## src/rtl/id_ctrl_stage.sv

```systemverilog
// id_ctrl_stage: instruction-decode control stage.
//
// Decodes the opcode/funct fields of an offered instruction into a 15-bit
// control word and a destination register, and registers the result behind a
// valid/ready handshake. A load-use interlock holds back an instruction that
// reads the destination of the load currently in the output register, and
// inserts bubbles while it waits.
//
// Parameters
//   REG_AW    register-address width (opcode/funct stay 6 bits)
//   HAZ_EN    1 = load-use interlock active, 0 = interlock removed
//   STALL_CYC extra stall cycles per load-use hazard, 1..4
//
// Ports
//   i_clk, i_rst_n            clock, asynchronous active-low reset
//   i_opcode, i_funct         instruction opcode / function fields
//   i_rs, i_rt, i_rd          instruction register fields
//   i_valid / o_ready         upstream handshake
//   o_valid / i_ready         downstream handshake
//   i_flush                   kill held and offered instruction
//   o_ctrl                    registered control word
//   o_opcode, o_funct         registered instruction fields
//   o_rs, o_rt, o_dst         registered source / destination registers
//   o_dst_wr                  registered "destination is written"
//   o_stall                   combinational: interlock is holding input back
module id_ctrl_stage #(
  parameter int REG_AW    = 5,
  parameter bit HAZ_EN    = 1'b1,
  parameter int STALL_CYC = 1
) (
  input  logic              i_clk,
  input  logic              i_rst_n,
  input  logic [5:0]        i_opcode,
  input  logic [5:0]        i_funct,
  input  logic [REG_AW-1:0] i_rs,
  input  logic [REG_AW-1:0] i_rt,
  input  logic [REG_AW-1:0] i_rd,
  input  logic              i_valid,
  output logic              o_ready,
  output logic              o_valid,
  input  logic              i_ready,
  input  logic              i_flush,
  output logic [14:0]       o_ctrl,
  output logic [5:0]        o_opcode,
  output logic [5:0]        o_funct,
  output logic [REG_AW-1:0] o_rs,
  output logic [REG_AW-1:0] o_rt,
  output logic [REG_AW-1:0] o_dst,
  output logic              o_dst_wr,
  output logic              o_stall
);

  // Control word bit positions
  localparam int C_SWAP_RS_SH  = 0;
  localparam int C_SWAP_RS_RT  = 1;
  localparam int C_SWAP_RT_IMM = 2;
  localparam int C_SIGNED_EXT  = 3;
  localparam int C_MEM_RD      = 4;
  localparam int C_RG_WRITE    = 5;
  localparam int C_BYTE_RD     = 6;
  localparam int C_SIGNED_RD   = 7;
  localparam int C_2BYTE_RD    = 8;
  localparam int C_4BYTE_RD    = 9;
  localparam int C_MEM_WR      = 10;
  localparam int C_BYTE_WR     = 11;
  localparam int C_2BYTE_WR    = 12;
  localparam int C_4BYTE_WR    = 13;
  localparam int C_RG_WR_IMM   = 14;

  // Out-of-range STALL_CYC values are clamped into the legal 1..4 range so the
  // 2-bit counter can always hold STALL_CYC-1.
  localparam int STALL_EFF = (STALL_CYC < 1) ? 1 : ((STALL_CYC > 4) ? 4 : STALL_CYC);
  localparam logic [1:0] CNT_LOAD = 2'(STALL_EFF - 1);

  typedef enum logic {RUN, STALL} state_t;

  function automatic logic is_imm_alu(input logic [5:0] op);
    return (op[5:3] == 3'b001);
  endfunction

  function automatic logic is_load(input logic [5:0] op);
    logic r;
    case (op)
      6'h20, 6'h21, 6'h22, 6'h24, 6'h25: r = 1'b1;
      default:                           r = 1'b0;
    endcase
    return r;
  endfunction

  function automatic logic is_store(input logic [5:0] op);
    logic r;
    case (op)
      6'h28, 6'h29, 6'h2B: r = 1'b1;
      default:             r = 1'b0;
    endcase
    return r;
  endfunction

  function automatic logic [14:0] decode_ctrl(input logic [5:0] op, input logic [5:0] fn);
    logic [14:0] c;
    c = '0;
    if (op == 6'h00) begin
      c[C_RG_WRITE] = 1'b1;
      case (fn)
        6'd0, 6'd2, 6'd3: begin
          c[C_SWAP_RS_SH] = 1'b1;
          c[C_SWAP_RS_RT] = 1'b1;
        end
        6'd4, 6'd6, 6'd7: c[C_SWAP_RS_RT] = 1'b1;
        default: ;
      endcase
    end else if (is_imm_alu(op)) begin
      c[C_SWAP_RT_IMM] = 1'b1;
      c[C_RG_WR_IMM]   = 1'b1;
      // Logical immediates (12/13/14) zero-extend
      c[C_SIGNED_EXT]  = !((op == 6'd12) || (op == 6'd13) || (op == 6'd14));
    end else if (is_load(op) || is_store(op)) begin
      c[C_SWAP_RT_IMM] = 1'b1;
      c[C_SIGNED_EXT]  = 1'b1;
      case (op)
        6'h20: begin c[C_MEM_RD] = 1'b1; c[C_BYTE_RD]  = 1'b1; c[C_SIGNED_RD] = 1'b1; end
        6'h21: begin c[C_MEM_RD] = 1'b1; c[C_2BYTE_RD] = 1'b1; c[C_SIGNED_RD] = 1'b1; end
        6'h22: begin c[C_MEM_RD] = 1'b1; c[C_4BYTE_RD] = 1'b1; c[C_SIGNED_RD] = 1'b1; end
        6'h24: begin c[C_MEM_RD] = 1'b1; c[C_BYTE_RD]  = 1'b1; end
        6'h25: begin c[C_MEM_RD] = 1'b1; c[C_2BYTE_RD] = 1'b1; end
        6'h28: begin c[C_MEM_WR] = 1'b1; c[C_BYTE_WR]  = 1'b1; end
        6'h29: begin c[C_MEM_WR] = 1'b1; c[C_2BYTE_WR] = 1'b1; end
        6'h2B: begin c[C_MEM_WR] = 1'b1; c[C_4BYTE_WR] = 1'b1; end
        default: c = '0;
      endcase
    end
    return c;
  endfunction

  // Stage p0: combinational decode of the offered instruction
  logic [14:0]       ctrl_p0;
  logic [REG_AW-1:0] dst_p0;
  logic              dst_wr_p0;

  always_comb begin
    ctrl_p0 = decode_ctrl(i_opcode, i_funct);
    dst_p0  = '0;
    if (i_opcode == 6'h00) begin
      dst_p0 = i_rd;
    end else if (is_imm_alu(i_opcode) || is_load(i_opcode)) begin
      dst_p0 = i_rt;
    end
    // Writes to register 0 are discarded, so the write-enable bits drop too
    if (dst_p0 == '0) begin
      ctrl_p0[C_RG_WRITE]  = 1'b0;
      ctrl_p0[C_RG_WR_IMM] = 1'b0;
    end
    dst_wr_p0 = (ctrl_p0[C_RG_WRITE] | ctrl_p0[C_RG_WR_IMM] | ctrl_p0[C_MEM_RD])
              & (dst_p0 != '0);
  end

  // Stage p1: output register, load tracking and interlock
  logic              vld_p1;
  logic [14:0]       ctrl_p1;
  logic [5:0]        opcode_p1;
  logic [5:0]        funct_p1;
  logic [REG_AW-1:0] rs_p1;
  logic [REG_AW-1:0] rt_p1;
  logic [REG_AW-1:0] dst_p1;
  logic              dst_wr_p1;
  logic              ld_pend_p1;
  logic [REG_AW-1:0] ld_dst_p1;

  state_t     state, state_nxt;
  logic [1:0] cnt, cnt_nxt;

  logic load_en;
  logic rt_used;
  logic hazard;
  logic xfer;

  assign load_en = !vld_p1 | i_ready;
  // rt is a source operand only for register-register ops and stores
  assign rt_used = (i_opcode == 6'h00) | is_store(i_opcode);
  assign hazard  = HAZ_EN & ld_pend_p1 & i_valid & (ld_dst_p1 != '0)
                 & ((ld_dst_p1 == i_rs) | ((ld_dst_p1 == i_rt) & rt_used));
  assign o_ready = load_en & (state == RUN) & !hazard & !i_flush;
  assign xfer    = i_valid & o_ready;
  assign o_stall = (state == STALL) | ((state == RUN) & hazard);

  always_comb begin
    state_nxt = state;
    cnt_nxt   = cnt;
    if (i_flush) begin
      state_nxt = RUN;
      cnt_nxt   = '0;
    end else begin
      case (state)
        RUN: begin
          if (hazard & load_en) begin
            state_nxt = STALL;
            cnt_nxt   = CNT_LOAD;
          end
        end
        STALL: begin
          if (cnt == '0) begin
            state_nxt = RUN;
          end else begin
            cnt_nxt = cnt - 2'd1;
          end
        end
        default: begin
          state_nxt = RUN;
          cnt_nxt   = '0;
        end
      endcase
    end
  end

  always_ff @(posedge i_clk or negedge i_rst_n) begin
    if (!i_rst_n) begin
      state <= RUN;
      cnt   <= '0;
    end else begin
      state <= state_nxt;
      cnt   <= cnt_nxt;
    end
  end

  always_ff @(posedge i_clk or negedge i_rst_n) begin
    if (!i_rst_n) begin
      vld_p1     <= 1'b0;
      ctrl_p1    <= '0;
      opcode_p1  <= '0;
      funct_p1   <= '0;
      rs_p1      <= '0;
      rt_p1      <= '0;
      dst_p1     <= '0;
      dst_wr_p1  <= 1'b0;
      ld_pend_p1 <= 1'b0;
      ld_dst_p1  <= '0;
    end else if (i_flush) begin
      vld_p1     <= 1'b0;
      ctrl_p1    <= '0;
      dst_wr_p1  <= 1'b0;
      ld_pend_p1 <= 1'b0;
      ld_dst_p1  <= '0;
    end else if (load_en) begin
      if (xfer) begin
        vld_p1     <= 1'b1;
        ctrl_p1    <= ctrl_p0;
        opcode_p1  <= i_opcode;
        funct_p1   <= i_funct;
        rs_p1      <= i_rs;
        rt_p1      <= i_rt;
        dst_p1     <= dst_p0;
        dst_wr_p1  <= dst_wr_p0;
        ld_pend_p1 <= ctrl_p0[C_MEM_RD];
        ld_dst_p1  <= dst_p0;
      end else begin
        // Bubble: the slot is empty, and it breaks any load-use dependency
        vld_p1     <= 1'b0;
        ctrl_p1    <= '0;
        dst_wr_p1  <= 1'b0;
        ld_pend_p1 <= 1'b0;
        ld_dst_p1  <= '0;
      end
    end
  end

  assign o_valid  = vld_p1;
  assign o_ctrl   = ctrl_p1;
  assign o_opcode = opcode_p1;
  assign o_funct  = funct_p1;
  assign o_rs     = rs_p1;
  assign o_rt     = rt_p1;
  assign o_dst    = dst_p1;
  assign o_dst_wr = dst_wr_p1;

endmodule

```

## config.mk

```make
export PLATFORM = sky130hd
export DESIGN_NAME = id_ctrl_stage
export DESIGN_NICKNAME = d
export VERILOG_FILES = /design/src/rtl/id_ctrl_stage.sv
export SDC_FILE = /design/constraint.sdc
export NUM_CORES = 1
export LEC_CHECK = 0
export CORE_ASPECT_RATIO = 0.7
export CORE_UTILIZATION = 46
export CTS_BUF_LIST = sky130_fd_sc_hd__clkbuf_16
export DETAILED_ROUTE_END_ITERATION = 6
export PLACE_DENSITY = 0.8
export RECOVER_POWER = 50
export SETUP_SLACK_MARGIN = 0.15
export SYNTH_ARGS = -nofsm -noshare
export SYNTH_HDL_FRONTEND = slang
export SYNTH_SLANG_ARGS = --single-unit
```

## constraint.sdc

```tcl
create_clock -name i_clk -period 2.5 [get_ports i_clk]
set_clock_uncertainty 0.1 [all_clocks]
set_input_delay 0.5 -clock i_clk [delete_from_list [all_inputs] [get_ports i_clk]]
set_output_delay 0.5 -clock i_clk [all_outputs]
set_load 0.01 [all_outputs]
```

==> results.cfg <==
[finish]
post-route-util_pct = 82.1
stdcell_count = 392
n_fill_cell = 294
antennaDiodeCount = 0
drive_gt1_share_pct = 30.7
finalNetCount = 355
final_common_cell = clkdlybuf4s50_1
final_cell_mix = clkdlybuf4s50_1, dfrtp_1, buf_4
syn_to_final_growth_pct = 66.4

[yosys]
synth_cells = 201
ys_seq_area_share_pct = 53.6
ys_seq_elements = 52
synth_warnings = 0
synth_edf_count = 0
synth_area_mm2 = 0.00243
ys_types = 40
syn_avg_cell_area_um2 = 12.1
async_reset_ff_share_pct = 100
synth_nets = 234
ys.flop_type = dfrtp_1

[sta]
worstMarginPinSlew_ns = 1.27
slew_headroom_pct = 15.2
fin_tns_setup_ns = -0.737
setup_viol = 34
worst_slack_ns = -0.0638
finalCritPeriodShare_pct = 103
hold_viol_final = 0
fmax_ghz = 0.390
period_minus_slack_ns = 2.56
slew_viol_final = 0
rsz0062_at_grt = true

[floorplanning]
dieArea_mm2 = 0.00557
num_io_pins = 78
core-area_mm2 = 0.00491
fp.dieW_um = 88.8
start_util_pct = 49.4
die_h_um = 62.8
rows = 21

[min_path]
hold_class = reg2reg

[setup_path]
critPathKind = reg2reg
worst_path_max_delay_cell = or4_4
slowest_delay_ns = 0.50
worstPathArrival_ns = 2.64
r2r_setup_slack_ns = -0.06
cp.buffers_inverters = 5
crit_family = simple AND/OR/NAND/NOR gates
startpoint_type = flop
critical_path.max_fanout = 7
worstPathCellList = or4_4, o21ai_2, a21oi_2, buf_4, buf_6, nor4_4, buf_6, buf_12, buf_16, mux2_4
end_kind = flop
cpMostUsedCell = buf_6
cp.required_ns = 2.58

[clock_tree]
postCtsHoldBufs = 0
cts_tree = done
clock_sinks = 52
clock_latency_ns = 0.29
cts-root-buf = clkbuf_16
cts-htree-levels = 2
numCtsBuffers = 5
path_clk_slew_ns = 0.07
cts_buffer_depth = 2

[global_routing]
first_global_vias = 2232
overflow = 0
track_usage_pct = 28.0
grt_max_degree = 53
antenna_found_initial = 0
grt_pass1_wl_mm = 11.5

[pwr]
ir_drop_mv = 0.444
finalPower_mw = 2.51
power.leakage_nw = 1.84
power.density_mw_per_mm2 = 622

[placed_design]
place_hpwl_mm = 4.44
pre_cts_slack_ns = -0.606
numPortBuffers = 77
numPlacedInstances = 368
finalWeightedCongestion = 0.835

[run]
drv_cap = 0

[drt]
wl_per_cell_um = 18.9
ant_nets = 0
finalWirelength_mm = 7.39
route.detailed.drc = 0
initialDrtViolationCount = 129
via_per_inst = 5.60
vias = 2195
first_pass_iters = 6

[status]
violations = negative setup slack
status = complete, but fails checks
[worst register-to-register path, cell delays in order, from the launching register on]
cell     delay, ns
dfrtp_1       0.42
or4_4         0.50
o21ai_2       0.16
a21oi_2       0.06
buf_4         0.15
buf_6         0.11
nor4_4        0.22
buf_6         0.19
buf_12        0.12
buf_16        0.12
mux2_4        0.30
[worst paths after layout]
path / end / startpoint / cells after the start
min: o_ctrl[11] / o_ctrl[11] / 1
max: o_opcode[3] / ld_dst_p1[2] / 10
min reg2reg: o_ctrl[11] / o_ctrl[11] / 1
max reg2reg: o_opcode[3] / ld_dst_p1[2] / 10
max in group asynchronous: o_valid / i_rst_n / 2
min in group asynchronous: o_dst[4] / i_rst_n / 2
[stage by stage]
stage,hold WS (ns),instance area [µm²]
floorplan,0.104,2430
global placement,0.367,3480
detailed placement,0.374,3480
CTS,0.244,3960
global route,0.418,4040
finish,0.401,4040
[power by group]
part | switching [mW] | leakage, nW | internal [mW]
sequential | 0.0468 | 0.673 | 0.917
combinational | 0.215 | 1.07 | 0.344
clock | 0.312 | 0.104 | 0.675
[layout make-up]
class,instances,area (µm²),share of cell area [%]
sequential,52,1300,32.2
inverter,4,15.0,0.372
timing repair buffer,127,1250,31.1
multi-input combinational,132,1160,28.9
tap,69,86.3,2.14
clock buffer,5,125,3.10
clock inverter,3,90.1,2.23
[metal layers]
layer	vias up	routed length (µm)	GRT usage, %	part of all wire, %
met5	-	0	0	0
met2	104	3420	43.2	46
met1	1099	3340	39.0	45
met4	0	98	7.26	1.3
met3	14	533	7.66	7.2
li1	978	-	-	-
[logic make-up after synthesis]
family,share of synthesized area (%)
flops,53.6
simple gates,10.5
compound gates,14.8
mux,12.5
buf+inv,3.66
xor+xnor,3.97
fa+ha+maj,0.928
[cell usage after synthesis, types with 4 or more instances]
cell type / instances / share of area, %
a21oi_1: 10 / 2.1
nor3_1: 4 / 0.83
nor2_1: 10 / 1.5
inv_1: 4 / 0.62
xor2_1: 7 / 2.5
a22o_1: 10 / 3.6
a32o_1: 12 / 5.0
dfrtp_1: 52 / 54
mux2_1: 24 / 11
buf_4: 5 / 1.5
nand2_1: 14 / 2.2
buf_2: 5 / 1.0
xnor2_1: 4 / 1.4
[registers in the layout, summed over array words and instances, names as in the netlist, 2 cells and up]
signal     flops
o_rs           5
o_dst          5
ld_dst_p1      5
o_ctrl        15
o_opcode       6
cnt            2
o_funct        6
o_rt           5
[timing repair]
| item | in CTS | in global routing |
|---|---|---|
| gates resized for setup | 53 | 11 |
| setup endpoints to repair | 51 | 51 |
| gates cloned | 2 | 1 |
| pin swaps | 8 | 11 |
| setup buffers | 11 | 2 |
Note: power is estimated with default switching activity, not from simulation.
==> edit: new RTL, same settings <==
Set the parameter `REG_AW` to 3 (it was 5).
--- a/src/rtl/id_ctrl_stage.sv
+++ b/src/rtl/id_ctrl_stage.sv
@@ -25,5 +25,5 @@
 //   o_stall                   combinational: interlock is holding input back
 module id_ctrl_stage #(
-  parameter int REG_AW    = 5,
+  parameter int REG_AW    = 3,
   parameter bit HAZ_EN    = 1'b1,
   parameter int STALL_CYC = 1
Ports: changed (6 resized); port bits go from 78 to 66. The function was not compared with the original's and may differ.
==> edit against the unedited design <==
The flow finishes with violations (DRC). First-iteration DRC count grew 11%. Sequential cell count shrank 8. Final area shrank 19%. Power decreased by 28%. Core utilization shrank 9.0 points. Synthesized area fell by 9.2%. Routed wire length down 23%. Setup slack better by 0.26 ns. Critical path type is now flip-flop to output pin. Critical endpoint is now o_ready. Highest routed layer unchanged.
==> edit: results (changes against the unedited design) <==
[outcome]
status=finished with violations  ; unchanged
violations=DRC  ; was setup timing

[cells_and_area]
diodes=0  ; unchanged
drive_gt1_share_pct=24.9  ; was 30.7%
fillers=318  ; was 294
nets=320  ; was 355
largest_reg_flops=14  ; was 15

[drt]
vias=1905  ; was 2,195
drtPass1Iterations=7  ; was 6
drt_iter0_markers=143  ; was 129
vias_per_cell=5.47  ; was 5.60
drc=3  ; was 0
wl_mm=5.70  ; was 7.39 mm

[critical_path]
cp_max_fo=4  ; was 7
rr_worst_depth=8  ; was 10
cp_slowest_stage_delay_ns=0.46  ; was 0.50 ns
startpoint=ld_dst_p1[2]  ; unchanged
r2r-end=o_opcode[5]  ; was o_opcode[3]
reg2reg_slack_ns=0.24  ; was -0.06 ns
slowest_stage=dfrtp_2  ; was or4_4
endpoint=o_ready  ; was o_opcode[3]

[yosys]
postSynthAreaPerCell_um2=11.1  ; was 12.1 um2
ys_types=38  ; was 40
ys_warn_count=0  ; unchanged
synthTopCellsByCount=dfrtp_1 (44), nand2_1 (22), o21ai_0 (18)  ; was dfrtp_1 (52), mux2_1 (24), nand2_1 (14)
ys.flop_type=dfrtp_1  ; unchanged
synth_area_leaders=dfrtp_1 (50%), mux2_4 (9.5%), o21ai_0 (4.1%)  ; was dfrtp_1 (54%), mux2_1 (11%), a32o_1 (5.0%)
ys_seq_area_share_pct=50.0  ; was 53.6%
async_flop_share_pct=100  ; unchanged
synthesis.nets=226  ; was 234

[clock_tree]
worstSkewPairLatency_ns=0.28
htree_num_levels=2  ; unchanged
cts-root-buf=clkbuf_16  ; unchanged
clock_path_buffers=2  ; unchanged
clk_pin_slew_ns=0.06
cts_made_buffers=5  ; unchanged

[pwr]
vdd_drop_max_uv=409  ; was 444 uV
p_int_mw=1.36  ; was 1.94 mW
p_leak_nw=1.49  ; was 1.84 nW

[timing]
slew_violations=0  ; unchanged
tightest_slew_ns=0.893  ; was 1.27 ns

[placed_design]
place_hpwl_mm=4.14  ; was 4.44 mm
port-buffer-count=65  ; was 77
dp_cells=338  ; was 368
place_congestion=0.841  ; was 0.835

[global_routing]
antenna_found_initial=0  ; unchanged
grt_usage_pct=24.4  ; was 28.0%
grt_pass1_vias=1832  ; was 2,232
grt_max_degree=19  ; was 53
grt_pass1_wl_mm=9.25  ; was 11.5 mm

[hold_path]
hold_start=o_ctrl[6]  ; was o_ctrl[11]
holdCritPathClass=flip-flop to flip-flop  ; unchanged

edit: repair_timing:
action | in CTS | in global routing
gates resized for setup | 36 | 3
setup buffers | 2 | 0
setup endpoints to repair | 20 | 2
hold buffers | 1 | 0
pin swaps | 5 | 2
endpoints found under the hold margin | 9 | 0
edit: layout make-up:
type / count / area share, %
clock inverters: 2 / 0.269
flip-flops and latches: 44 / 33.9
well taps: 55 / 2.11
inverters: 6 / 0.691
multi-input cells: 139 / 32.7
repair buffers: 97 / 26.5
clock buffers: 5 / 3.84
edit: power by group through the flow:
| stage | sequential [mW] | combinational (mW) | clock (mW) |
|---|---|---|---|
| 6_report | 0.806 | 0.400 | 0.613 |
| 5_1_grt | 0.812 | 0.427 | 0.658 |
| 4_1_cts | 0.808 | 0.415 | 0.624 |
| 3_5_place_dp | 0.820 | 0.409 | 0 |
| 3_3_place_gp | 0.816 | 0.403 | 0 |
| 2_1_floorplan | 0.844 | 0.146 | 0 |
edit: kinds of logic after synthesis:
group	Yosys count	share of synthesized area, %
xor gates and xnor gates	6	2.39
and+or+nand+nor	65	14.8
adders and majority gates	1	0.568
muxes	22	13.4
buffers and inverters	16	4.15
DFF	44	50.0
AOI/OAI and AO/OA	45	14.7
edit: layer usage:
layer  global-route usage [%]  vias to the layer above  routed length (um)
met5                        0                        -                   0
met4                     7.02                        0                  86
met3                     7.18                       12                 390
met2                     39.7                       85                2640
met1                     32.4                      916                2580
li1                         -                      892                   -
edit: stage by stage:
step	setup slack [ns]	utilization [%]	TNS [ns]	cell area, um2	hold slack [ns]
CTS	0.164	73.0	0	3250	0.386
floorplan	0.167	-	0	2200	0.104
global route	0.111	73.2	0	3260	0.397
global placement	-0.515	69.1	-4.09	3080	0.273
detailed placement	-0.536	69.1	-4.87	3080	0.274
finish	0.200	73.2	0	3260	0.374
edit: critical path: cells and delay by family (launching register included):
kind / cells / cell delay, ns
flops: 1 / 0.46
xor+xnor: 1 / 0.20
compound gates: 2 / 0.27
buf+inv: 1 / 0.14
simple gates: 2 / 0.35
edit: worst min-delay path by stage:
| stage | endpoint | cells past startpoint | slack, ns |
|---|---|---|---|
| after global placement | o_opcode[5] | 1 | 0.27 |
| after global routing | o_ctrl[11] | 2 | 0.40 |
| after detailed placement | o_dst_wr | 1 | 0.27 |
| after floorplan | cnt[0] | 0 | 0.10 |
| after CTS | o_ctrl[6] | 2 | 0.39 |
| final | o_ctrl[6] | 2 | 0.37 |
